File: src/rtl/skin_map_ctrl.sv
// Skin-map RAM sequencer: clears the map each frame, accumulates per-cell skin
// counts through a one-entry flush register, and shares the RAM read port with queries.
module skin_map_ctrl #(
  parameter int ADDR_W      = 11,
  parameter int DATA_W      = 16,
  parameter int CLEAR_DEPTH = 2048
) (
  input  logic              clk,
  input  logic              rst_n,
  input  logic              frame_start,
  input  logic              frame_end,
  input  logic              pix_valid,
  output logic              pix_ready,
  input  logic [9:0]        pix_x,
  input  logic [9:0]        pix_y,
  input  logic              pix_skin,
  input  logic              qry_valid,
  input  logic [ADDR_W-1:0] qry_addr,
  output logic              qry_rvalid,
  output logic [DATA_W-1:0] qry_data,
  output logic [ADDR_W-1:0] ram_raddr,
  input  logic [DATA_W-1:0] ram_rdata,
  output logic [ADDR_W-1:0] ram_waddr,
  output logic [DATA_W-1:0] ram_wdata,
  output logic              ram_we,
  output logic              busy,
  output logic              map_done
);

  localparam int CNT_W = 9;
  localparam logic [ADDR_W-1:0] CLEAR_LAST = ADDR_W'(CLEAR_DEPTH - 1);

  typedef enum logic [1:0] {IDLE, CLEAR, RUN, DRAIN} state_t;

  state_t              state_q, state_d;
  logic [ADDR_W-1:0]   clear_ptr_q, clear_ptr_d;
  logic                acc_valid_q, acc_valid_d;
  logic [ADDR_W-1:0]   acc_addr_q, acc_addr_d;
  logic [CNT_W-1:0]    acc_cnt_q, acc_cnt_d;
  logic                flush_valid_q, flush_valid_d;
  logic [ADDR_W-1:0]   flush_addr_q, flush_addr_d;
  logic [CNT_W-1:0]    flush_cnt_q, flush_cnt_d;
  logic                qry_rvalid_q;
  logic [DATA_W-1:0]   qry_data_q;

  logic [ADDR_W-1:0]   pix_cell;
  logic                pix_in_range;
  logic                flush_exec;
  logic                slot_free;
  logic [DATA_W:0]     flush_sum;
  logic [DATA_W-1:0]   flush_sat;

  assign pix_cell     = ADDR_W'({pix_y[8:4], pix_x[9:4]});
  assign pix_in_range = (pix_x < 10'd640) && (pix_y < 10'd480);

  // A query owns the read port, and an abort discards the pending flush.
  assign flush_exec = flush_valid_q && !qry_valid && !frame_start &&
                      ((state_q == RUN) || (state_q == DRAIN));
  assign slot_free  = !flush_valid_q || flush_exec;

  assign flush_sum = {1'b0, ram_rdata} + (DATA_W + 1)'(flush_cnt_q);
  assign flush_sat = flush_sum[DATA_W] ? {DATA_W{1'b1}} : flush_sum[DATA_W-1:0];

  assign ram_raddr  = qry_valid ? qry_addr : flush_addr_q;
  assign busy       = (state_q != IDLE);
  assign qry_rvalid = qry_rvalid_q;
  assign qry_data   = qry_data_q;

  always_comb begin
    state_d       = state_q;
    clear_ptr_d   = clear_ptr_q;
    acc_valid_d   = acc_valid_q;
    acc_addr_d    = acc_addr_q;
    acc_cnt_d     = acc_cnt_q;
    flush_valid_d = flush_valid_q;
    flush_addr_d  = flush_addr_q;
    flush_cnt_d   = flush_cnt_q;
    ram_we        = 1'b0;
    ram_waddr     = flush_addr_q;
    ram_wdata     = flush_sat;
    pix_ready     = 1'b0;
    map_done      = 1'b0;

    if (flush_exec) begin
      ram_we        = 1'b1;
      flush_valid_d = 1'b0;
    end

    case (state_q)
      IDLE: ;
      CLEAR: begin
        ram_we      = 1'b1;
        ram_waddr   = clear_ptr_q;
        ram_wdata   = '0;
        clear_ptr_d = clear_ptr_q + 1'b1;
        if (clear_ptr_q == CLEAR_LAST) state_d = RUN;
      end
      RUN: begin
        pix_ready = !(flush_valid_q && qry_valid);
        if (frame_end) begin
          // If the flush slot is still blocked, DRAIN moves the accumulator later.
          if (acc_valid_q && slot_free) begin
            if (acc_cnt_q != '0) begin
              flush_valid_d = 1'b1;
              flush_addr_d  = acc_addr_q;
              flush_cnt_d   = acc_cnt_q;
            end
            acc_valid_d = 1'b0;
          end
          state_d = DRAIN;
        end else if (pix_valid && pix_ready && pix_in_range) begin
          if (!acc_valid_q || (pix_cell == acc_addr_q)) begin
            acc_cnt_d = acc_cnt_q + CNT_W'(pix_skin);
          end else begin
            if (acc_cnt_q != '0) begin
              flush_valid_d = 1'b1;
              flush_addr_d  = acc_addr_q;
              flush_cnt_d   = acc_cnt_q;
            end
            acc_cnt_d = CNT_W'(pix_skin);
          end
          acc_addr_d  = pix_cell;
          acc_valid_d = 1'b1;
        end
      end
      DRAIN: begin
        if (acc_valid_q && slot_free) begin
          if (acc_cnt_q != '0) begin
            flush_valid_d = 1'b1;
            flush_addr_d  = acc_addr_q;
            flush_cnt_d   = acc_cnt_q;
          end
          acc_valid_d = 1'b0;
        end
        if (!flush_valid_q && !acc_valid_q) begin
          map_done = 1'b1;
          state_d  = IDLE;
        end
      end
      default: state_d = IDLE;
    endcase

    if (frame_start) begin
      state_d       = CLEAR;
      clear_ptr_d   = '0;
      acc_valid_d   = 1'b0;
      flush_valid_d = 1'b0;
      map_done      = 1'b0;
    end
  end

  always_ff @(posedge clk or negedge rst_n) begin
    if (!rst_n) begin
      state_q       <= IDLE;
      clear_ptr_q   <= '0;
      acc_valid_q   <= 1'b0;
      acc_addr_q    <= '0;
      acc_cnt_q     <= '0;
      flush_valid_q <= 1'b0;
      flush_addr_q  <= '0;
      flush_cnt_q   <= '0;
      qry_rvalid_q  <= 1'b0;
      qry_data_q    <= '0;
    end else begin
      state_q       <= state_d;
      clear_ptr_q   <= clear_ptr_d;
      acc_valid_q   <= acc_valid_d;
      acc_addr_q    <= acc_addr_d;
      acc_cnt_q     <= acc_cnt_d;
      flush_valid_q <= flush_valid_d;
      flush_addr_q  <= flush_addr_d;
      flush_cnt_q   <= flush_cnt_d;
      qry_rvalid_q  <= qry_valid;
      if (qry_valid) qry_data_q <= ram_rdata;
    end
  end

endmodule
File: config.mk
export PLATFORM = sky130hd
export DESIGN_NAME = skin_map_ctrl
export DESIGN_NICKNAME = d
export VERILOG_FILES = /design/src/rtl/skin_map_ctrl.sv
export SDC_FILE = /design/constraint.sdc
export NUM_CORES = 1
export LEC_CHECK = 0
export BUFFER_PORTS_ARGS = -buffer_cell sky130_fd_sc_hd__buf_2
export CORE_MARGIN = 4
export CORE_UTILIZATION = 30
export DETAILED_ROUTE_END_ITERATION = 8
export SYNTH_ARGS = -nofsm -noshare
export SYNTH_HDL_FRONTEND = slang
export SYNTH_SLANG_ARGS = --single-unit
export TNS_END_PERCENT = 10
File: constraint.sdc
create_clock -name clk -period 2.8 [get_ports clk]
set_input_delay 0.14 -clock clk [delete_from_list [all_inputs] [get_ports clk]]
set_output_delay 0.14 -clock clk [all_outputs]
set_load 0.01 [all_outputs]
# Yosys cells after proc, flatten, opt, wreduce, memory -nomap -nowiden
# Cells that the tools add are included.
word_totals:
  register_bits: 72
classes:
  add_sub_neg: 3
  n_lt_le_gt_ge: 2
  eq_ne: 11
  muxes: 43
  bitwise: 1
  reduce_logical: 27
op_table:
  columns: ["operator", "n"]
  rows:
  - ["$mux W11", 9]
  - ["$mux W9", 6]
  - ["$mux W16", 2]
  - ["$pmux W11 S2", 1]
  - ["$pmux W9 S2", 1]
  - ["$add A16 B9 Y17", 1]
  - ["$mux W1", 17]
  - ["$add A11 B1 Y11 const B", 1]
  - ["$eq A11 B11 Y1", 1]
  - ["$eq A11 B11 Y1 const B", 1]
  - ["$lt A10 B10 Y1 const B", 1]
  - ["$lt A10 B9 Y1 const B", 1]
  - ["$add A9 B1 Y9", 1]
  - ["$logic_and A1 B1 Y1", 9]
  - ["$ne A3 B3 Y1 const B", 3]
  - ["$reduce_bool A9 Y1", 1]
  - ["$mux W2", 4]
  - ["$ne A3 B2 Y1 const B", 2]
  - ["$pmux W2 S3", 1]
  - ["$reduce_and A3 Y1", 2]
  - ["$reduce_bool A2 Y1", 3]
  - ["$logic_not A1 Y1", 5]
  - ["$eq A2 B2 Y1 const B", 2]
  - ["$ne A4 B3 Y1 const B", 1]
  - ["other kinds (8)", 11]

# Logic depth before layout (Yosys ltp)
logic_depth:
  depth_word: 11
  ltp_mapped: 7
  ltp_nobuf: 7

# Least setup slack after synthesis
# No wires, ideal clock.
synth_path:
  path_kind: "register to output"
  startpoint: "register flush_cnt_q[0]"
  endpoint: "output ram_wdata[12]"
  arrival_ns: 2.092
  required_time_ns: 2.660
  path_slack_ns: 0.568
  stages_incl_launch_ff: 8
  n_path_buf: 0
  cell_sequence: "dfrtp_1 > ha_1 > fa_1 > a211oi_1 > o211ai_1 > and3b_1 > and3_1 > nor3_1"
synth_via:
  elab_chain_cells: 3
synth_rtl:
  columns: ["item", "line", "rtl"]
  rows:
  - ["from (decl)", "42", "logic [CNT_W-1:0] flush_cnt_q, flush_cnt_d;"]
  - ["from (signal assigned)", "172", "flush_cnt_q <= flush_cnt_d;"]
  - ["$add A16 B9 Y17", "61", "assign flush_sum = {1'b0, ram_rdata} + (DATA_W + 1)'(flush_cnt_q);"]
  - ["$mux W16", "62", "assign flush_sat = flush_sum[DATA_W] ? {DATA_W{1'b1}} : flush_sum[DATA_W-1:0];"]
  - ["$mux W16", "89", "case (state_q)"]
  - ["to (decl)", "24", "output logic [DATA_W-1:0] ram_wdata,"]
# Every way passes these cells.

# Worst setup path after layout
layout_path:
  startpoint: "register flush_cnt_q[0]"
  endpoint: "output ram_wdata[15]"
# Same word-level chain as after synthesis.

==> results.yml <==
detailed_routing:
  wl_met2_mm: 5.15
  drt-vias-per-instance: 5.10
  wirelength_mm: 11.2
  met3WireLength_um: 687
  detail_route.wirelength.met1_mm: 5.19
  drcViolationCount: 0
  drt_pre_antenna_iters: 5
  top_layer: "met4"
  detail_route.wl_per_cell_um: 15.1
  first_iter_violations: 309
  route.vias.total: 3804
  route.antenna.remaining_nets: 0
layout:
  fin_nets: 633
  layout_overhead_on_the_synthesized_area_pct: 26.7
  layout.filler_cells: 1377
  share_of_layout_cells_above_drive_strength_1_pct: 30.2
  antennaDiodeCount: 0
  layoutNonFillerInstCount: 746
timing:
  layout_setup_ws_ns: 0.0974
  slew_violations: 0
  period_needed_ns: 2.70
  setup-tns-final_ns: 0
  setup_viol: 0
  post-route-period-util_pct: 96.5
  max_clock_freq_mhz: 370
  grt_setup_unrepaired: "true"
  worst_pin_slew_ns: 0.577
  finalClockSkew_ns: 0.00901
  slew_headroom_pct: 61.5
  whs_ns: 0.0175
  final-hold-violation-count: 0
die:
  die_width_um: 126
  floorplan.die_area_um2: 15900
  rows: 42
  core_area_um2: 13500
  effective_utilization_at_floorplan_pct: 31.1
  io-pin-count: 113
  die_height_um: 126
place:
  post_placement_worst_setup_slack_ns: 0.243
  gp_routability_congestion: 0.801
  place.detailed.instances: 726
  io_buffer_count: 104
  place_hpwl_mm: 8.58
worst_setup_path:
  cp_data_required_time_ns: 2.66
  endpoint_kind: "primary output"
  launching_element_type_of_the_critical_path: "register"
  ff2ff_path_depth: 5
  worst_r2r_startpoint: "flush_valid_q"
  r2r_slack_ns: 0.74
  crit-reg2reg-capture: "flush_cnt_q[4]"
  timing.critical_path.arrival_ns: 2.56
  critical_path_maximum_fanout: 3
  worstSetupPathType: "register to primary output"
cts:
  ctsLongestPathBuffers: 2
  cts-htree-levels: 3
  clk_pin_slew_worst_paths_ns: 0.06
  cts_tree: "yes"
  tritoncts_num_sinks: 72
  clock_insertion_delay_worst_skew_ns: 0.33
  root_buffer: "clkbuf_16"
  cts_buffers: 9
yosys:
  synth_fp_nets: 523
  synthArstFlopShare_pct: 100
  synthesis.instances: 456
  yosys_warnings: 0
  netlist.area_leader.share_pct: 43.1
  synth_area_leaders: "dfrtp_1 (43%), nand2_1 (9.5%), mux2_2 (7.3%)"
  syn-mean-instance-area_um2: 9.18
  primary_flip_flop_cell_chosen_by_synthesis_mapping: "dfrtp_1"
  distinct_cell_type_count_after_synthesis: 49
  dominant_cell_type_by_area_after_synthesis: "dfrtp_1"
  yosysSeqAreaShare_pct: 43.1
  ys_ff_latch: 72
  synth_area_um2: 4180
  synth-edff-count: 0
global_route:
  grt.total_usage_pct: 14.3
  grt_pass1_vias: 3658
  grt_start_max_net_pins: 44
  grt_first_pass_wirelength_mm: 18.8
  antenna_found_initial: 0
  grt_remaining_overflow: 0
pwr:
  part_of_the_total_power_dissipated_in_the_clock_network_pct: 48.6
  combPwrFrac_pct: 8.8
  power.switching_uw: 577
  ir_drop_uv: 299
  cell_internal_pwr_uw: 1970
  power.share.sequential_pct: 42.5
  powerDensity_nw_per_um2: 480
  power.switching_fraction_pct: 22.7
  p_leak_uw: 0.00263
min_path:
  timing.hold.worst_endpoint: "acc_addr_q[1]"
  worstHoldPathCells: 3
  hold_path.class: "input pin to register"
  min_from: "pix_x[5]"
status:
  outcome: "finished, final reports clean"
run:
  timing.max_cap.violations: 0
[critical path: stages, from the launching register on]
cell	delay, ns
dfrtp_1	0.40
ha_4	0.18
fa_2	0.40
a211oi_2	0.24
o211ai_1	0.16
buf_4	0.18
and3b_1	0.18
a211o_1	0.23
o211a_1	0.13
buf_2	0.14
[metal layers]
| metal | up-vias | track usage [%] |
|---|---|---|
| li1 | 1849 | - |
| met1 | 1828 | 20.0 |
| met2 | 111 | 21.8 |
| met3 | 16 | 3.01 |
| met4 | 0 | 5.17 |
| met5 | - | 0 |
[metrics by stage]
step                      total power, µW  utilization, %  cell area (µm²)
after detailed placement             1330            36.6             4920
after floorplan                      1210               -             4180
final                                2550            39.4             5300
after global placement               1320            36.6             4920
after CTS                            2580            39.2             5270
after global routing                 2650            39.4             5300
[power by group through the flow]
| stage | Combinational, µW | Clock, µW | Sequential (µW) |
|---|---|---|---|
| after CTS | 229 | 1260 | 1080 |
| final | 225 | 1240 | 1080 |
| after floorplan | 91.9 | 0 | 1110 |
| after global placement | 222 | 0 | 1100 |
| after global routing | 251 | 1310 | 1090 |
| after detailed placement | 227 | 0 | 1100 |
[cell families after synthesis]
family | share of synthesized area (%)
DFF | 43.1
and+or+nand+nor | 21.3
muxes | 7.51
xor gates and xnor gates | 5.86
AOI/OAI and AO/OA | 15.5
buffers and inverters | 2.78
adders and majority gates | 4.07
[sequential cells by signal, indices dropped and copies added (netlist names)]
signal	flops
acc_addr_q	11
acc_valid_q	1
qry_data	16
state_q	2
acc_cnt_q	9
clear_ptr_q	11
flush_cnt_q	9
flush_addr_q	11
flush_valid_q	1
qry_rvalid	1
[timing repair]
action / in CTS / in global routing
resized for setup: 3 / 2
pin swaps: 2 / 3
hold buffers: 1 / 0
hold endpoints to repair: 72 / 0
gates cloned: 0 / 0
buffers inserted: 2 / 2
endpoints found under the setup margin: 4 / 6
[area by class of cell]
class	instances	area (µm²)	area share [%]
inverters	7	26.3	0.496
flip-flops and latches	72	1800	34.0
repair buffers	120	643	12.1
multi-input cells	356	2290	43.2
clock buffers	10	239	4.51
clock inverters	5	81.3	1.53
well taps	176	220	4.15
[layout by cell type, fill, tap and decap left out, types with 13 or more instances in the layout]
| master | instances |
|---|---|
| nor2_1 | 20 |
| a21oi_1 | 20 |
| nand3_1 | 13 |
| xor2_1 | 13 |
| buf_4 | 15 |
| nand2_1 | 106 |
| dfrtp_1 | 72 |
| o21ai_0 | 18 |
| xnor2_1 | 15 |
| buf_2 | 104 |
| o22ai_1 | 13 |
| mux2_2 | 27 |
[cells in the mapped netlist (all sizes together) (8+ instances only)]
cell and count:
a21oi 20, a32o 8, and3 12, buf 11, clkbuf 10, dfrtp 72, ha 12, mux2 27
nand2 106, nand3 14, nor2 21, o21ai 19, o22ai 13, xnor2 15, xor2 13
[how the worst max path moves through the flow]
stage / end / startpoint / slack [ns] / depth (start not counted)
floorplan: ram_wdata[12] / flush_cnt_q[0] / 0.57 / 7
global placement: ram_wdata[11] / flush_cnt_q[0] / 0.26 / 8
detailed placement: ram_wdata[11] / flush_cnt_q[0] / 0.24 / 8
CTS: ram_wdata[14] / flush_cnt_q[0] / 0.03 / 10
global route: ram_wdata[15] / flush_cnt_q[0] / -0.01 / 9
finish: ram_wdata[15] / flush_cnt_q[0] / 0.1 / 9
(Power assumes the default switching activity.)
